## src/rtl/mux16_rr_pkg.sv

```systemverilog
// Shared types and constants for the 16-requester round-robin mux scheduler.
package mux16_rr_pkg;

  localparam int unsigned N_REQ  = 16;
  localparam int unsigned SEL_W  = 4;
  localparam int unsigned HOLD_W = 8;

  typedef enum logic [1:0] {
    IDLE    = 2'd0,
    SERVE   = 2'd1,
    RELEASE = 2'd2
  } state_t;

  function automatic logic [N_REQ-1:0] onehot16(input logic [SEL_W-1:0] idx);
    onehot16 = N_REQ'(1) << idx;
  endfunction

endpackage

```

## src/rtl/rr_pick16.sv

```systemverilog
// Rotating priority encoder: first set request bit searching upward from last+1, wrapping.
module rr_pick16
  import mux16_rr_pkg::*;
(
  input  logic [N_REQ-1:0] req,
  input  logic [SEL_W-1:0] last,
  output logic [SEL_W-1:0] idx,
  output logic             any
);

  logic [SEL_W-1:0] w_cand;
  logic             w_found;

  // Offset N_REQ wraps back onto last itself, so a sole requester re-picks itself.
  always_comb begin
    idx     = '0;
    w_found = 1'b0;
    w_cand  = '0;
    for (int unsigned k = 1; k <= N_REQ; k++) begin
      w_cand = last + SEL_W'(k);
      if (!w_found && req[w_cand]) begin
        idx     = w_cand;
        w_found = 1'b1;
      end
    end
  end

  assign any = |req;

endmodule

```

## src/rtl/mux16_rr_sched.sv

```systemverilog
// Round-robin scheduler owning a shared 16:1 mux; holds each grant up to HOLD_MAX cycles.
// Optional MUX16_RR_SCHED_LOCK_EN adds a lock input that suspends the hold limit.
module mux16_rr_sched
  import mux16_rr_pkg::*;
#(
  parameter int unsigned HOLD_MAX = 4
) (
  input  logic             clk,
  input  logic             rst,
`ifdef MUX16_RR_SCHED_LOCK_EN
  input  logic             lock,
`endif
  input  logic [N_REQ-1:0] req,
  input  logic [N_REQ-1:0] data_inputs,
  output logic [SEL_W-1:0] select_lines,
  output logic [N_REQ-1:0] grant,
  output logic             data_out,
  output logic             data_valid,
  output logic             busy
);

  state_t             r_state, w_state_nxt;
  logic [SEL_W-1:0]   r_sel, w_sel_nxt;
  logic [N_REQ-1:0]   r_grant, w_grant_nxt;
  logic               r_dout, w_dout_nxt;
  logic               r_valid, w_valid_nxt;
  logic               r_busy, w_busy_nxt;
  logic [SEL_W-1:0]   r_last, w_last_nxt;
  logic [HOLD_W-1:0]  r_hold, w_hold_nxt;
  logic [SEL_W-1:0]   w_pick;
  logic               w_any;
  logic               w_limit;

  rr_pick16 u_pick (
    .req  (req),
    .last (r_last),
    .idx  (w_pick),
    .any  (w_any)
  );

  // >= rather than == so a lock released late still ends the grant at once.
`ifdef MUX16_RR_SCHED_LOCK_EN
  assign w_limit = !lock && (r_hold >= HOLD_W'(HOLD_MAX - 1));
`else
  assign w_limit = (r_hold >= HOLD_W'(HOLD_MAX - 1));
`endif

  always_comb begin
    w_state_nxt = r_state;
    w_sel_nxt   = r_sel;
    w_grant_nxt = r_grant;
    w_dout_nxt  = r_dout;
    w_valid_nxt = 1'b0;
    w_last_nxt  = r_last;
    w_hold_nxt  = r_hold;
    case (r_state)
      IDLE: begin
        if (w_any) begin
          w_state_nxt = SERVE;
          w_sel_nxt   = w_pick;
          w_grant_nxt = onehot16(w_pick);
          w_hold_nxt  = '0;
        end
      end
      SERVE: begin
        // A dropped request ends the grant without serving that cycle.
        if (!req[r_sel]) begin
          w_state_nxt = RELEASE;
          w_grant_nxt = '0;
          w_last_nxt  = r_sel;
        end else begin
          w_dout_nxt  = data_inputs[r_sel];
          w_valid_nxt = 1'b1;
          w_hold_nxt  = (r_hold == '1) ? r_hold : r_hold + HOLD_W'(1);
          if (w_limit) begin
            w_state_nxt = RELEASE;
            w_grant_nxt = '0;
            w_last_nxt  = r_sel;
          end
        end
      end
      RELEASE: w_state_nxt = IDLE;
      default: w_state_nxt = IDLE;
    endcase
    w_busy_nxt = (w_state_nxt == SERVE) || (w_state_nxt == RELEASE);
  end

  always_ff @(posedge clk) begin
    if (rst) begin
      r_state <= IDLE;
      r_sel   <= '0;
      r_grant <= '0;
      r_dout  <= 1'b0;
      r_valid <= 1'b0;
      r_busy  <= 1'b0;
      r_last  <= SEL_W'(N_REQ - 1);
      r_hold  <= '0;
    end else begin
      r_state <= w_state_nxt;
      r_sel   <= w_sel_nxt;
      r_grant <= w_grant_nxt;
      r_dout  <= w_dout_nxt;
      r_valid <= w_valid_nxt;
      r_busy  <= w_busy_nxt;
      r_last  <= w_last_nxt;
      r_hold  <= w_hold_nxt;
    end
  end

  assign select_lines = r_sel;
  assign grant        = r_grant;
  assign data_out     = r_dout;
  assign data_valid   = r_valid;
  assign busy         = r_busy;

endmodule

```

## config.mk

```make
export PLATFORM = sky130hd
export DESIGN_NAME = mux16_rr_sched
export DESIGN_NICKNAME = d
export VERILOG_FILES = /design/src/rtl/mux16_rr_pkg.sv /design/src/rtl/rr_pick16.sv /design/src/rtl/mux16_rr_sched.sv
export SDC_FILE = /design/constraint.sdc
export NUM_CORES = 1
export LEC_CHECK = 0
export CAP_MARGIN = 25
export CORE_UTILIZATION = 30
export DETAILED_ROUTE_END_ITERATION = 8
export SYNTH_ARGS = -nofsm -noshare
export SYNTH_HDL_FRONTEND = slang
export SYNTH_SLANG_ARGS = --single-unit
```

## constraint.sdc

```tcl
create_clock -name clk -period 5.7 [get_ports clk]
set_input_delay 1.425 -clock clk [delete_from_list [all_inputs] [get_ports clk]]
set_output_delay 1.425 -clock clk [all_outputs]
set_load 0.005 [all_outputs]
```

==> metrics.csv <==
metric,value,unit
Worst-Skew Late Latency,0.28,ns
clock buffers created by TritonCTS,5,
number of buffer cells added on primary ports,56,
CP Max Fanout,10,
CP Capture Type,flop,
reg2reg start,r_last[1],
CP required,5.92,ns
final WL,13470,um
total power,3.154,mW
die height,122.7,um
Setup TNS,0,ns
post-place instance area,0.005114,sq mm
fill cell count,1424,
vias in the first global route,4107,
number of core rows,43,
fin crit share,0.9174,
cells after synthesis,482,
Synth async-reset ratio,0,
Synth top area share,0.1804,
final instance area,0.005260,sq mm
largest net degree at the start of global routing,36,
die area,0.01505,sq mm
WP depth,11,
Area Growth Syn to Fin,20.39,%
area of the mapped netlist,0.004369,sq mm
"Slew Viols, Final",0,
Final Critical Period,5.229,ns
leading area contributor after synthesis,mux4_2,
status,completed,
Wirelength per Cell,18.98,um
Final #Nets,572,
unrepaired setup endpoints after global routing,false,
Worst-Margin Slew,1.063,ns
WHS,0.4517,ns
endpoints failing setup,0,
Hold WC Path Type,flop to flop,
gpl congestion,0.9378,
"EDFF count, synth",0,
CP max stage cell,mux4_1,
yosys warns,0,
"top cells by area, synth","mux4_2 18%, dfxtp_1 17%, mux2i_1 5.7%, mux2_2 4.6%, nor2_1 4.0%",
Worst VDD drop,0.1754,mV
Yosys reg bits,37,
DRC violations left,0,
Setup crit start,req[6],
post-DP HPWL,10460,um
core area,0.01404,sq mm
initial antenna violation count,0,
n_diodes,0,
Via-to-Cell Ratio,6.000,
Detailed Route Iter0 Violations,269,
Crit path max-delay family,multiplexers,
reg2reg end,grant[13],
setup bufs post-CTS,0,
"slowest stage delay, CP",0.70,ns
Worst setup endpoint,grant[13],
CTS tree,built,
leak pwr,1.954,nW
GRT overflow,0,
starting density of the core,0.3111,
TritonRoute pass-1 iters,5,
Ports,57,
"Buf+Inv Stages, Crit Path",1,
layout cells sized above 1,0.1717,
clock slew at reported path FFs,0.05,ns
final hold vios,0,
post-route insts no fill,710,
Mean Syn Cell Area,9.065,sq um
CTS Hold Bufs,0,
post-CTS resize count,0,
Total GRT Usage,0.1845,
startpoint types,primary input,
clock skew,0.006973,ns
CP Data Arrival Time,5.45,ns
R2R Setup Slk,0.81,ns
first-pass GRT wire length,21700,um
post-route ant nets,0,
pwr dens,599.6,mW/mm^2
max capacitance violation total,0,
via count,4260,
register area share after synthesis,0.1695,
clk buf depth,2,
Cell variety after synth,74,
htree depth,2,
f_max,191.2,MHz
Die Wd,122.7,um
Crit Path Class,primary input to flop,
Slew HR,0.2850,
crit-path cells,clkdlybuf4s50_1 -> mux4_1 -> mux2i_1 -> mux2i_2 -> or4b_1 -> nor2_1 -> o311ai_0 -> o22ai_1 -> a2bb2oi_2 -> nor2b_1 -> a22o_1,
CTS sink cnt,37,
Post-Syn Nets,525,
Reg2Reg Depth,12,
placed cells,701,
Post-synth top flop,dfxtp_1,
Root Driver,clkbuf_16,
-- how the worst min path moves through the flow --
stage	start	endpoint	slack, ns	depth (start not counted)
global route	grant[11]	grant[11]	0.50	2
CTS	grant[14]	grant[14]	0.46	2
global placement	grant[2]	grant[2]	0.45	2
finish	grant[14]	grant[14]	0.45	2
floorplan	grant[10]	grant[10]	0.45	2
detailed placement	grant[14]	grant[14]	0.44	2
-- layout make-up --
cell class	instances	area [sq um]	share of cell area
multi-input combinational	401	3445	0.6549
sequential	37	740.7	0.1408
timing repair buffer	68	650.6	0.1237
tap	180	225.2	0.04282
clock buffer	6	128.9	0.02450
inverter	16	60.06	0.01142
clock inverter	2	10.01	0.001903
-- cell usage after synthesis (3+ instances only) --
library cell / n
xnor2_1: 9
buf_2: 6
o22ai_1: 5
nand4_1: 4
a21oi_1: 22
nor3_1: 8
or2_2: 4
nor4_1: 9
o31ai_1: 5
mux4_2: 35
a2bb2oi_1: 3
a32oi_1: 3
o211ai_1: 3
xor2_1: 9
o21ai_0: 24
mux2i_1: 25
nor2_1: 46
mux2_2: 18
nand2b_1: 11
dfxtp_1: 37
inv_1: 16
a211oi_1: 3
and3_1: 6
nor2b_1: 8
a211o_1: 4
ha_1: 9
o2111ai_1: 4
and2_1: 6
mux4_1: 5
nand2_1: 45
nand3_1: 6
a22o_1: 10
clkbuf_1: 16
buf_1: 4
o221ai_1: 4
-- tightest hold or removal path, stage by stage, from the launching register on --
cell and delay, ns:
dfxtp_1 0.32, nand2_1 0.04, o21ai_0 0.06
-- layer usage --
metal / GRT usage / wire [um]
met5: 0 / 0
met4: 0.05183 / 323
met3: 0.02138 / 788
met2: 0.3051 / 6358
met1: 0.2521 / 6002
-- where the power goes --
group / switching [mW] / internal [mW]
Sequential: 0.0658 / 0.317
Clock: 0.101 / 0.160
Combinational: 1.44 / 1.07
-- placed cells by master (no fill, tap or decap), types with 5 or more instances in the layout --
cell / count
a21oi_1: 22
nor2_1: 46
clkbuf_16: 5
clkdlybuf4s50_1: 56
a22o_1: 10
nor4_1: 9
nand2b_1: 11
o22ai_1: 5
o21ai_0: 24
nand3_1: 6
nand2_1: 45
and3_1: 6
nor2b_1: 8
mux2i_1: 25
nor3_1: 8
o31ai_1: 5
mux4_2: 35
ha_1: 9
and2_1: 6
mux4_1: 5
xnor2_1: 9
xor2_1: 9
mux2_2: 18
buf_4: 12
inv_1: 16
dfxtp_1: 37
-- through the flow --
stage,setup WS (ns),util
after CTS,0.5617,0.3741
final,0.4709,0.3746
after floorplan,0.6515,-
after detailed placement,0.2766,0.3642
after global placement,0.2944,0.3642
after global routing,0.2706,0.3746
-- kinds of logic after synthesis --
kind of cell,count (synthesis),synth area share
compound gates,121,0.2050
flops,37,0.1695
mux,87,0.3265
simple gates,166,0.1950
buf+inv,44,0.04210
fa+ha+maj,9,0.02577
xor+xnor,18,0.03608
-- sequential cells by signal, summed over array words and instances, names as in the netlist --
signal	cells
grant	16
r_hold	8
r_state	2
r_last	4
data_out	1
busy	1
data_valid	1
select_lines	4
Power figures use the tool's default switching activity.
